===== src/rtl/game_score_controller.sv =====
`timescale 1ns/1ps
// game_score_controller
// Game-flow sequencer for a brick-breaker style game. Walks the game through
// ATTRACT -> SERVE -> PLAY -> LOSE -> (SERVE | OVER). It also buffers score
// points from brick hits and hands them to the stats block at one point per
// video frame.
//
// Parameters
//   SERVE_FRAMES  frames spent in SERVE before play resumes (1..255)
//   MAX_PENDING   saturation limit of the pending-score counter (1..15)
//
// Ports
//   clk          system/pixel clock, all state changes on its rising edge
//   reset        asynchronous, active-high reset
//   start        player start button (level)
//   vsync        vertical sync, active-high; its rising edge defines a frame
//   brick_hit    one-clk pulse per brick destroyed
//   ball_lost    one-clk pulse when the ball passes the paddle
//   lives_in     current lives count from the stats block
//   inscore      one-clk score-increment pulse (registered)
//   declives     one-clk life-decrement pulse (registered)
//   stats_reset  one-clk pulse to reinitialise score and lives (registered)
//   ball_enable  high only in PLAY
//   state        ATTRACT=0, SERVE=1, PLAY=2, LOSE=3, OVER=4
//   pending      score points awaiting transfer
//   overflow     sticky: a brick_hit was dropped at saturation
module game_score_controller #(
   parameter int SERVE_FRAMES = 60,
   parameter int MAX_PENDING  = 15
) (
   input  logic       clk,
   input  logic       reset,
   input  logic       start,
   input  logic       vsync,
   input  logic       brick_hit,
   input  logic       ball_lost,
   input  logic [3:0] lives_in,
   output logic       inscore,
   output logic       declives,
   output logic       stats_reset,
   output logic       ball_enable,
   output logic [2:0] state,
   output logic [3:0] pending,
   output logic       overflow
);

   localparam logic [7:0] SERVE_LOAD = 8'(SERVE_FRAMES);
   localparam logic [3:0] PEND_MAX   = 4'(MAX_PENDING);

   typedef enum logic [2:0] {
      ST_ATTRACT = 3'd0,
      ST_SERVE   = 3'd1,
      ST_PLAY    = 3'd2,
      ST_LOSE    = 3'd3,
      ST_OVER    = 3'd4
   } state_t;

   state_t     state_reg, state_next;
   logic [7:0] serve_cnt_reg, serve_cnt_next;
   logic [3:0] pending_reg, pending_next;
   logic       overflow_reg, overflow_next;
   logic       inscore_reg, inscore_next;
   logic       declives_reg, declives_next;
   logic       stats_reset_reg, stats_reset_next;
   logic       vsync_d_reg;
   logic       frame_tick_reg;

   logic       new_game;
   logic       drain;
   logic       hit_take;
   logic       hit_drop;

   // A new game may only be started from the idle states.
   assign new_game = start && ((state_reg == ST_ATTRACT) || (state_reg == ST_OVER));

   // One point leaves per frame in every state except ATTRACT.
   assign drain = frame_tick_reg && (state_reg != ST_ATTRACT) && (pending_reg != 4'd0);

   // Saturation is judged on the pre-drain count, so a hit arriving at the
   // limit is dropped even if a drain in the same clk would have made room.
   assign hit_take = (state_reg == ST_PLAY) && brick_hit && (pending_reg <  PEND_MAX);
   assign hit_drop = (state_reg == ST_PLAY) && brick_hit && (pending_reg >= PEND_MAX);

   always_ff @(posedge clk or posedge reset) begin
      if (reset) begin
         state_reg       <= ST_ATTRACT;
         serve_cnt_reg   <= 8'd0;
         pending_reg     <= 4'd0;
         overflow_reg    <= 1'b0;
         inscore_reg     <= 1'b0;
         declives_reg    <= 1'b0;
         stats_reset_reg <= 1'b0;
         vsync_d_reg     <= 1'b0;
         frame_tick_reg  <= 1'b0;
      end else begin
         state_reg       <= state_next;
         serve_cnt_reg   <= serve_cnt_next;
         pending_reg     <= pending_next;
         overflow_reg    <= overflow_next;
         inscore_reg     <= inscore_next;
         declives_reg    <= declives_next;
         stats_reset_reg <= stats_reset_next;
         vsync_d_reg     <= vsync;
         // Strobe for the cycle after vsync is first seen high.
         frame_tick_reg  <= vsync && !vsync_d_reg;
      end
   end

   always_comb begin
      state_next       = state_reg;
      serve_cnt_next   = serve_cnt_reg;
      pending_next     = pending_reg;
      overflow_next    = overflow_reg;
      inscore_next     = 1'b0;
      declives_next    = 1'b0;
      stats_reset_next = 1'b0;

      if (new_game) begin
         // Points still queued from the previous game are discarded, never
         // transferred into the freshly cleared score.
         stats_reset_next = 1'b1;
         pending_next     = 4'd0;
         overflow_next    = 1'b0;
         serve_cnt_next   = SERVE_LOAD;
         state_next       = ST_SERVE;
      end else begin
         pending_next = pending_reg + {3'b000, hit_take} - {3'b000, drain};
         inscore_next = drain;
         if (hit_drop) begin
            overflow_next = 1'b1;
         end

         unique case (state_reg)
            ST_SERVE: begin
               if (frame_tick_reg) begin
                  serve_cnt_next = serve_cnt_reg - 8'd1;
                  if (serve_cnt_reg <= 8'd1) begin
                     serve_cnt_next = 8'd0;
                     state_next     = ST_PLAY;
                  end
               end
            end
            ST_PLAY: begin
               if (ball_lost) begin
                  declives_next = 1'b1;
                  state_next    = ST_LOSE;
               end
            end
            ST_LOSE: begin
               if (frame_tick_reg) begin
                  if (lives_in == 4'd0) begin
                     state_next = ST_OVER;
                  end else begin
                     serve_cnt_next = SERVE_LOAD;
                     state_next     = ST_SERVE;
                  end
               end
            end
            default: begin
            end
         endcase
      end
   end

   assign inscore     = inscore_reg;
   assign declives    = declives_reg;
   assign stats_reset = stats_reset_reg;
   assign ball_enable = (state_reg == ST_PLAY);
   assign state       = state_reg;
   assign pending     = pending_reg;
   assign overflow    = overflow_reg;

endmodule


===== config.mk =====
export PLATFORM = sky130hd
export DESIGN_NAME = game_score_controller
export DESIGN_NICKNAME = d
export VERILOG_FILES = /design/src/rtl/game_score_controller.sv
export SDC_FILE = /design/constraint.sdc
export NUM_CORES = 1
export LEC_CHECK = 0
export ABC_AREA = 1
export BUFFER_PORTS_ARGS = -buffer_cell sky130_fd_sc_hd__buf_2
export CAP_MARGIN = 25
export CORE_MARGIN = 10
export CORE_UTILIZATION = 54
export CTS_CLUSTER_SIZE = 10
export DETAILED_ROUTE_END_ITERATION = 8
export GPL_TIMING_DRIVEN = 0
export PLACE_DENSITY = 0.8
export SLEW_MARGIN = 20
export SYNTH_ARGS = -nofsm -noshare
export SYNTH_HDL_FRONTEND = slang
export SYNTH_SLANG_ARGS = --single-unit

===== constraint.sdc =====
create_clock -name clk -period 2.62 [get_ports clk]
set_input_delay 0 -clock clk [delete_from_list [all_inputs] [get_ports clk]]
set_output_delay 0 -clock clk [all_outputs]
set_load 0.03 [all_outputs]

==> results of run 1 <==
-- per-layer routing --
layer	part of all wire [%]	track usage (%)	up-vias
met5	0	0	-
met4	1.1	3.52	0
met3	7.0	4.57	6
met2	46	22.4	29
met1	46	14.6	503
li1	-	-	565
-- per-stage QoR --
stage / total power, mW / setup WS [ns]
after floorplan: 1.20 / 0.0794
after global placement: 1.38 / 0.480
after detailed placement: 1.42 / 0.436
after CTS: 1.59 / 0.408
after global routing: 1.74 / 0.268
final: 1.59 / 0.391
-- worst max-delay path by stage --
stage	startpoint	to	slack, ns
6_report	state[1]	pending[2]	0.39
5_1_grt	state[1]	pending[2]	0.27
4_1_cts	state[1]	pending[2]	0.41
3_5_place_dp	state[1]	pending[2]	0.44
3_3_place_gp	state[1]	pending[2]	0.48
2_1_floorplan	state[1]	pending[2]	0.08
-- critical path, stage by stage (launching register included) --
cell and delay [ns]:
dfrtp_1 0.45, inv_1 0.13, nor3_2 0.22, nand3_1 0.13, ha_1 0.30, inv_1 0.04, ha_1 0.19, fa_1 0.38
xnor2_1 0.20, nor2_1 0.07
-- cell type report --
cell class              count  area, um2
well taps                  28       35.0
flip-flops and latches     21        526
inverters                  33        124
clock buffers               3       22.5
repair buffers             26        155
multi-input cells         112        608
clock inverters             1       7.51
fillers                   203        734
-- what timing repair did --
action / 4_1_cts / 5_1_grt
hold buffers: 5 / 0
endpoints found under the setup margin: 0 / 0
hold endpoints to repair: 25 / 0
gates resized for setup: 0 / 0
-- cells by family (layout without fill, tap and decap cells) --
group           Yosys count  count (layout)
compound gates            8               8
buf+inv                  33              63
flops                    21              21
xor+xnor                  4               4
simple gates             91              91
fa+ha+maj                 9               9
-- power by group through the flow --
stage	registers [mW]	logic, mW	clock network, mW
2_1_floorplan	0.619	0.586	0
3_5_place_dp	0.510	0.914	0
3_3_place_gp	0.506	0.879	0
5_1_grt	0.518	1.03	0.183
4_1_cts	0.503	0.924	0.167
6_report	0.504	0.916	0.165
-- placed cells by master, fill, tap and decap left out, drive strengths merged --
cell type / synthesis / layout
nand2: 47 / 47
inv: 32 / 32
dfrtp: 21 / 21
buf: 0 / 21
nor2: 21 / 21
nand3: 14 / 14
ha: 8 / 8
dlygate4sd3: 0 / 5
a21oi: 4 / 4
nand4: 3 / 3
o21ai: 3 / 3
clkbuf: 0 / 3
xor2: 2 / 2
xnor2: 2 / 2
or2: 2 / 2
nor3: 2 / 2
clkinv: 1 / 1
a21o: 1 / 1
and2: 1 / 1
nor3b: 1 / 1
fa: 1 / 1
clkinvlp: 0 / 1
==> flow_summary_export.csv, run 1 <==
group,metric,value,unit
floorplan,fp-row-count,17,
clock_network,clk_path_buf_depth,2,
sta,tns,0,ns
sta,hold_ws,0.0600,ns
layout,stdcell_count,224,
global_routing,grt_pass1_vias,1153,
placed_design,placed_cells,215,
clock_network,cts_buffers,3,
clock_network,cts.sinks,21,
floorplan,die_area,0.00465,mm2
clock_network,root_buffer,"clkbuf_4",
synthesis,synthDistinctLibCells,22,
worst_hold_path,hold_end,"overflow",
clock_network,clkTransAtPathRegs,0.13,ns
drt,drt_iter0_drc,49,
placed_design,place_area,0.00140,mm2
layout,layout.nets,216,
worst_setup_path,crit_arrival,2.43,ns
sta,rsz0062_at_grt,"no",
pwr,p_leak,0.837,nW
pwr,switchingPower,0.787,mW
synthesis,yosys.area_share.xor_xnor,2.80,%
synthesis,ys_seq_elements,21,
layout,diodes,0,
worst_setup_path,rr_worst_depth,9,
synthesis,synth_top_family_by_area,"simple AND/OR/NAND/NOR gates",
drt,wl_per_cell,11.5,um
clock_network,cts_tree,"yes",
pwr,cellPowerDensity,1070,mW/mm2
layout,drive_gt1_share,16.8,%
drt,ant_nets,0,
worst_hold_path,hold_path_class,"input port to flip-flop",
pwr,clkPwrFrac,10.4,%
worst_setup_path,timing.rr.start,"state[1]",
global_routing,antenna_found_initial,0,
synthesis,yosys_warnings,0,
layout,finalInstanceArea,0.00148,mm2
drt,drt_first_pass_iters,4,
synthesis,synthCells,166,
status,outcome,"complete, no violations",
layout,final_util,66.8,%
sta,period_share,85.1,%
synthesis,syn_area,0.00125,mm2
placed_design,port_buffers,21,
global_routing,grt_pass1_wl,4780,um
drt,vias_per_cell,4.92,
worst_setup_path,reg2reg_to,"pending[2]",
floorplan,die_w,68.2,um
pwr,seq_power_share,31.8,%
drt,drc,0,
synthesis,yosysTopAreaCell,"dfrtp_1",
sta,max-slew-margin-rel,47.5,%
worst_setup_path,cp_max_fo,6,
worst_hold_path,hold_start,"brick_hit",
worst_setup_path,path_class,"flip-flop to flip-flop",
sta,clock.fmax,449,MHz
floorplan,initial_core_util,56.6,%
synthesis,yosysTopAreaCellShare,42.0,%
pwr,internal_power,0.798,mW
synthesis,synth_nets,185,
drt,wl,2590,um
global_routing,grt_usage,12.9,%
synthesis,synth_edf_count,0,
synthesis,synthSimpleGateAreaFrac,32.4,%
sta,hold_violations,0,
worst_setup_path,cp-start-kind,"flip-flop",
worst_setup_path,rrSetupSlack,0.39,ns
floorplan,die_h,68.2,um
synthesis,synth_commonest_cells,"43 x nand2_1, 32 x inv_1, 21 x dfrtp_1, 20 x nor2_1, 14 x nand3_1",
clock_network,cts_max_level,1,
synthesis,synth_most_common_cell,"nand2_1",
worst_setup_path,cp.required,2.82,ns
pwr,p_sw_share,49.6,%
sta,drv_slew,0,
layout,largest_reg_flops,8,
synthesis,synth-compound-area-share,3.40,%
worst_setup_path,end_kind,"flip-flop",
global_routing,grt-ovfl-total,0,
layout,area_growth_syn_to_layout,18.0,%
floorplan,core,0.00221,mm2
synthesis,synthAdderAreaFrac,9.59,%
clock_network,clock_latency,0.31,ns
job,cap_violations,0,
synthesis,seq_area_frac_synth,42.0,%
synthesis,async_flop_share,100,%
worst_hold_path,hold_depth,5,
placed_design,hpwl,2070,um
synthesis,muxShareOfSynthArea,0,%
placed_design,place_congestion,0.895,
sta,setup_viol,0,
synthesis,synth_area_per_cell,7.54,um2
synthesis,synth_area_leaders,"dfrtp_1 42%, nand2_1 13%, inv_1 9.6%, ha_1 8.0%, nor2_1 6.0%",
synthesis,synth_flop_cell,"dfrtp_1",
clock_network,cts_setup_buffers,0,
global_routing,grt_max_degree,22,
sta,fin_crit,2.23,ns
pwr,ir_drop,0.716,mV
pwr,power.share.combinational,57.8,%
sta,finalClockSkew,0.00825,ns
drt,dr_total_vias,1103,
sta,worst_pin_slew,0.786,ns
floorplan,ioPinCount,22,
(Power assumes the default switching activity.)
==> run 2, diff against run 1 <==
--- a/config.mk
+++ b/config.mk
@@ -5,7 +5,7 @@
 export SDC_FILE = /design/constraint.sdc
 export NUM_CORES = 1
 export LEC_CHECK = 0
-export ABC_AREA = 1
+export ABC_AREA = 0
 export BUFFER_PORTS_ARGS = -buffer_cell sky130_fd_sc_hd__buf_2
 export CAP_MARGIN = 25
 export CORE_MARGIN = 10
@@ -13,7 +13,7 @@
 export CTS_CLUSTER_SIZE = 10
 export DETAILED_ROUTE_END_ITERATION = 8
 export GPL_TIMING_DRIVEN = 0
-export PLACE_DENSITY = 0.8
+export PLACE_DENSITY = 0.81
 export SLEW_MARGIN = 20
 export SYNTH_ARGS = -nofsm -noshare
 export SYNTH_HDL_FRONTEND = slang
==> run 2 against run 1 <==
  * Clock skew down 0.0030 ns
  * Sequential cell count unchanged
  * Maximum frequency down 0.27%
  * Clock power about the same
  * Critical endpoint unchanged
  * Hold slack worse by 0.040 ns
  * Synthesized cell count down 26%
  * Critical path depth unchanged
  * Sequential share of layout area up 0.83 points
  * First-iteration DRC count up 29%
==> flow_summary_export.csv, run 2 <==
group,metric,value,unit
status,outcome,"complete, no violations",
pwr,ir_drop,0.497,mV
sta,fin_crit,2.23,ns
synthesis,synthDistinctLibCells,36,
global_routing,grt_pass1_vias,1082,
pwr,cellPowerDensity,853,mW/mm2
worst_setup_path,crit_path_max_incr_delay,0.48,ns
clock_network,clock_latency,0.31,ns
synthesis,synthCells,123,
synthesis,synth_commonest_cells,"21 x dfrtp_1, 14 x inv_1, 11 x a21oi_1, 8 x ha_1",
layout,diodes,0,
job,cap_violations,0,
synthesis,async_flop_share,100,%
sta,clock.fmax,447,MHz
floorplan,die_w,67.4,um
sta,rsz0062_at_grt,"no",
clock_network,cts-resized-gates,0,
sta,worst_pin_slew,0.794,ns
drt,ant_nets,0,
synthesis,syn_area,0.00121,mm2
floorplan,die_area,0.00454,mm2
clock_network,cts_buffers,3,
synthesis,synth_edf_count,0,
global_routing,grt_pass1_wl,4500,um
worst_setup_path,cp-start-kind,"flip-flop",
worst_setup_path,crit_arrival,2.42,ns
sta,drv_slew,0,
sta,max-slew-margin-rel,47.0,%
worst_setup_path,cp.required,2.81,ns
clock_network,root_buffer,"clkbuf_4",
worst_setup_path,crit_slowest_cell,"dfrtp_1",
drt,wl_met3,166,um
synthesis,synth_most_common_cell,"dfrtp_1",
clock_network,cts.sinks,21,
layout,final_common_cell,"buf_2",
drt,drt_iter0_drc,63,
sta,period_share,85.3,%
layout,stdcell_count,182,
clock_network,cts_max_level,1,
layout,fill_cells,186,
clock_network,clkTransAtPathRegs,0.12,ns
drt,wl_met2,1270,um
drt,top_layer,"met4",
drt,drc,0,
worst_setup_path,cp_cell_sequence,"nand2b_1 -> nor2_1 -> nand3b_1 -> ha_1 -> inv_1 -> ha_1 -> fa_1 -> xnor2_1 -> nor2_1",
worst_setup_path,cp_max_fo,8,
sta,hold_violations,0,
drt,dr_total_vias,998,
worst_setup_path,cp_top_family,"adder cells",
worst_hold_path,hold_start,"start",
synthesis,yosys_warnings,0,
sta,tns,0,ns
floorplan,initial_core_util,55.9,%
pwr,p_total,1.23,mW
sta,setup_viol,0,
placed_design,place_area,0.00135,mm2
worst_hold_path,hold_end,"stats_reset",
worst_setup_path,critPathBufInv,1,
worst_setup_path,path_class,"flip-flop to flip-flop",
placed_design,place_congestion,0.830,
worst_setup_path,timing.rr.start,"state[2]",
worst_setup_path,end_kind,"flip-flop",
synthesis,synth_nets,142,
floorplan,core,0.00217,mm2
worst_hold_path,hold_depth,2,
synthesis,synth_flop_cell,"dfrtp_1",
layout,layout.nets,174,
worst_setup_path,rrSetupSlack,0.39,ns
placed_design,port_buffers,21,
synthesis,seq_area_frac_synth,43.3,%
synthesis,ys_seq_elements,21,
worst_hold_path,hold_path_class,"input port to flip-flop",
pwr,p_leak,0.703,nW
synthesis,synth_area_leaders,"dfrtp_1 43%, ha_1 8.2%, a21oi_1 4.5%, inv_1 4.3%, nor2b_1 3.6%",
layout,drive_gt1_share,24.0,%
global_routing,antenna_found_initial,0,
clock_network,cts_tree,"yes",
drt,wl_per_cell,13.8,um
drt,vias_per_cell,5.48,
clock_network,clk_path_buf_depth,2,
worst_setup_path,reg2reg_to,"pending[2]",
drt,m1WireLength,1050,um
global_routing,grt-ovfl-total,0,
floorplan,fp-row-count,17,
synthesis,synth_area_per_cell,9.87,um2
sta,finalClockSkew,0.00526,ns
placed_design,placed_cells,172,
global_routing,grt_usage,12.5,%
drt,drt_first_pass_iters,4,
layout,area_growth_syn_to_layout,19.0,%
floorplan,ioPinCount,22,
floorplan,die_h,67.4,um
global_routing,grt_max_degree,22,
placed_design,hpwl,1910,um
worst_setup_path,rr_worst_depth,9,
layout,largest_reg_flops,8,
layout,final_cell_mix,"23 x buf_2, 21 x dfrtp_1, 14 x inv_1, 11 x a21oi_1, 8 x ha_1",
layout,finalInstanceArea,0.00144,mm2
layout,final_util,66.6,%
synthesis,yosysTopAreaCellShare,43.3,%
synthesis,yosysTopAreaCell,"dfrtp_1",
drt,wl,2520,um
## run 2: per-stage QoR
stage	worst slack [ns]	hold slack, ns
2_1_floorplan	0.0326	-0.0235
3_3_place_gp	0.448	0.122
3_5_place_dp	0.409	0.123
4_1_cts	0.386	0.00622
5_1_grt	0.141	0.0116
6_report	0.385	0.0202
## run 2: cell families (layout without fill, tap and decap cells)
family | Yosys count | after routing | synth area share, %
buffers and inverters | 16 | 47 | 5.15
AOI/OAI and AO/OA | 35 | 35 | 18.4
and+or+nand+nor | 40 | 40 | 21.9
DFF | 21 | 21 | 43.3
xor gates and xnor gates | 2 | 2 | 1.44
adders and majority gates | 9 | 9 | 9.90
## run 2: area by class of cell
| type | instances | area, um2 | share of cell area [%] |
|---|---|---|---|
| Tap cell | 28 | 35.0 | 2.43 |
| Inverter | 14 | 52.6 | 3.64 |
| Buffer | 2 | 10.0 | 0.693 |
| Timing Repair Buffer | 27 | 165 | 11.4 |
| Sequential cell | 21 | 526 | 36.4 |
| Multi-Input combinational cell | 86 | 626 | 43.3 |
| Clock inverter | 1 | 7.51 | 0.520 |
| Clock buffer | 3 | 22.5 | 1.56 |
## run 2: how the worst max path moves through the flow
stage | start | end | slack (ns) | depth (start not counted)
global route | state[1] | pending[2] | 0.14 | 9
finish | state[2] | pending[2] | 0.39 | 9
global placement | pending[2] | pending[2] | 0.45 | 9
floorplan | state[1] | pending[2] | 0.03 | 9
CTS | state[2] | pending[2] | 0.39 | 9
detailed placement | pending[2] | pending[2] | 0.41 | 9
## run 2: where the power goes
part	switching (mW)	internal [mW]
sequential	0.0669	0.406
clock	0.104	0.0582
combinational	0.356	0.240
## run 2: timing repair
item	4_1_cts	5_1_grt
buffers inserted	0	0
hold endpoints to repair	26	0
hold buffers	6	0
## run 2: worst register-to-register path: stages, from the launching register on
cell and delay [ns]:
dfrtp_1 0.48, nand2b_1 0.20, nor2_1 0.18, nand3b_1 0.11
ha_1 0.28, inv_1 0.04, ha_1 0.20, fa_1 0.39
xnor2_1 0.17, nor2_1 0.07
## run 2: metal layers
metal / track usage, % / up-vias
met1: 13.5 / 475
li1: - / 496
met3: 2.98 / 4
met2: 22.0 / 23
met5: 0 / -
met4: 6.92 / 0
==> run 3, diff against run 2 <==
--- a/config.mk
+++ b/config.mk
@@ -5,15 +5,16 @@
 export SDC_FILE = /design/constraint.sdc
 export NUM_CORES = 1
 export LEC_CHECK = 0
-export ABC_AREA = 0
+export ABC_AREA = 1
 export BUFFER_PORTS_ARGS = -buffer_cell sky130_fd_sc_hd__buf_2
 export CAP_MARGIN = 25
 export CORE_MARGIN = 10
-export CORE_UTILIZATION = 54
+export CORE_UTILIZATION = 55
+export CTS_BUF_LIST = sky130_fd_sc_hd__clkbuf_4
 export CTS_CLUSTER_SIZE = 10
 export DETAILED_ROUTE_END_ITERATION = 8
 export GPL_TIMING_DRIVEN = 0
-export PLACE_DENSITY = 0.81
+export PLACE_DENSITY = 0.82
 export SLEW_MARGIN = 20
 export SYNTH_ARGS = -nofsm -noshare
 export SYNTH_HDL_FRONTEND = slang
==> run 3 against run 2 <==
  * Core utilization increased by 1.2 points
  * Global-route usage increased by 0.92 points
  * Total power grew 29%
  * Setup slack lost 0.047 ns
  * Highest routed layer unchanged
==> flow_summary_export.csv, run 3 (synthesized netlist as in run 1, its figures left out) <==
group,metric,value,unit
pwr,switchingPower,0.784,mW
clock_network,cts_tree,"yes",
sta,period_share,87.1,%
layout,diodes,0,
placed_design,hpwl,2090,um
floorplan,initial_core_util,57.2,%
placed_design,place_congestion,0.905,
worst_setup_path,reg2reg_to,"pending[2]",
drt,dr_total_vias,1111,
clock_network,cts_max_level,1,
floorplan,die_h,67.7,um
worst_hold_path,hold_path_class,"input port to flip-flop",
sta,rsz0062_at_grt,"no",
worst_setup_path,crit_arrival,2.49,ns
worst_hold_path,hold_end,"overflow",
worst_setup_path,cp_max_fo,8,
floorplan,die_area,0.00459,mm2
job,cap_violations,0,
pwr,ir_drop,0.734,mV
worst_setup_path,cp.required,2.83,ns
pwr,internal_power,0.801,mW
layout,final_cell_mix,"43 x nand2_1, 32 x inv_1, 21 x dfrtp_1, 21 x buf_2, 20 x nor2_1",
drt,drt_first_pass_iters,4,
sta,clock.fmax,438,MHz
sta,max-slew-margin-rel,48.2,%
worst_setup_path,cp-start-kind,"flip-flop",
global_routing,grt_max_degree,22,
pwr,cellPowerDensity,1070,mW/mm2
layout,area_growth_syn_to_layout,18.6,%
layout,final_common_cell,"nand2_1",
drt,ant_nets,0,
sta,drv_slew,0,
drt,drc,0,
floorplan,core,0.00219,mm2
drt,vias_per_cell,4.94,
sta,worst_pin_slew,0.776,ns
pwr,power.share.combinational,58.2,%
worst_setup_path,timing.rr.start,"state[0]",
clock_network,clock_latency,0.31,ns
floorplan,fp-row-count,17,
global_routing,grt_pass1_wl,4780,um
placed_design,pre_cts_ws,0.364,ns
clock_network,cts.sinks,21,
layout,drive_gt1_share,16.8,%
pwr,seq_power_share,31.8,%
sta,finalClockSkew,0.00350,ns
layout,fill_cells,190,
drt,drt_iter0_drc,64,
clock_network,clkTransAtPathRegs,0.12,ns
floorplan,die_w,67.7,um
sta,finalWorstSetupSlack,0.338,ns
floorplan,ioPinCount,22,
sta,tns,0,ns
global_routing,antenna_found_initial,0,
worst_hold_path,hold_depth,5,
worst_setup_path,rrSetupSlack,0.34,ns
global_routing,grt-ovfl-total,0,
worst_setup_path,rr_worst_depth,8,
pwr,p_leak,0.847,nW
clock_network,cts_buffers,3,
sta,fin_crit,2.28,ns
pwr,p_sw_share,49.5,%
clock_network,cts-resized-gates,0,
drt,wl_per_cell,12.0,um
worst_setup_path,path_class,"flip-flop to flip-flop",
drt,wl,2700,um
sta,setup_viol,0,
layout,largest_reg_flops,8,
sta,hold_violations,0,
clock_network,cts_setup_buffers,0,
pwr,clkPwrFrac,10.0,%
clock_network,clk_path_buf_depth,2,
worst_hold_path,hold_start,"brick_hit",
layout,layout.nets,217,
global_routing,grt_usage,13.4,%
status,outcome,"complete, no violations",
layout,multi_input_area,608,um2
global_routing,grt_pass1_vias,1102,
layout,regArea,526,um2
placed_design,port_buffers,21,
clock_network,root_buffer,"clkbuf_4",
worst_setup_path,end_kind,"flip-flop",
clock_network,cts-hold-fix-buffers,6,
## run 3: cell types whose count changed in the layout (fill, tap and decap cells not counted), moves of 4 or more
cell / change
nand2_1: +36
inv_1: +18
nand3_1: +14
nor2_1: +14
a21oi_1: -7
nor2b_1: -7
o21ai_0: -4
## run 3: area by class of cell
type                            instances  area share, %
Timing Repair Buffer                   27           11.1
Multi-Input combinational cell        112           40.9
Tap cell                               28           2.36
Sequential cell                        21           35.4
Inverter                               33           8.34
Clock inverter                          1          0.337
Clock buffer                            3           1.52
## run 3: routing by layer
layer / GRT usage, % / vias to the layer above / wire length [um]
met2: 22.5 / 35 / 1310
met4: 5.38 / 0 / 38
met3: 4.46 / 4 / 207
li1: - / 566 / -
met5: 0 / - / 0
met1: 15.3 / 506 / 1150
## run 3: worst max path at each step
stage                             to  slack, ns      from  depth (start not counted)
after global routing      pending[2]       0.19  state[1]                          9
after global placement    pending[2]       0.46  state[0]                          8
after detailed placement  pending[2]       0.36  state[0]                          8
after floorplan           pending[2]       0.08  state[1]                          9
final                     pending[2]       0.34  state[0]                          8
after CTS                 pending[2]       0.32  state[0]                          8
## run 3: critical path, stage by stage, from the launching register on
cell and delay, ns:
dfrtp_1 0.49, nor3_2 0.32, nand3_1 0.14, ha_1 0.31, inv_1 0.05, ha_1 0.19, fa_1 0.39, xnor2_1 0.23
nor2_1 0.06
## run 3: power by group through the flow
stage / Sequential (mW) / Clock [mW] / Combinational (mW)
2_1_floorplan: 0.619 / 0 / 0.586
3_3_place_gp: 0.507 / 0 / 0.876
3_5_place_dp: 0.510 / 0 / 0.913
4_1_cts: 0.504 / 0.159 / 0.930
5_1_grt: 0.519 / 0.176 / 1.04
6_report: 0.504 / 0.158 / 0.923
## run 3: per-stage QoR
| stage | cell area, um2 | total power [mW] | utilization, % | instances | hold slack (ns) |
|---|---|---|---|---|---|
| after floorplan | 1260 | 1.20 | - | 166 | -0.0235 |
| after global placement | 1400 | 1.38 | 63.8 | 215 | 0.122 |
| after detailed placement | 1400 | 1.42 | 63.8 | 215 | 0.123 |
| after CTS | 1490 | 1.59 | 67.8 | 225 | 0.0341 |
| after global routing | 1490 | 1.74 | 67.8 | 225 | 0.0546 |
| final | 1490 | 1.59 | 67.8 | 225 | 0.0387 |
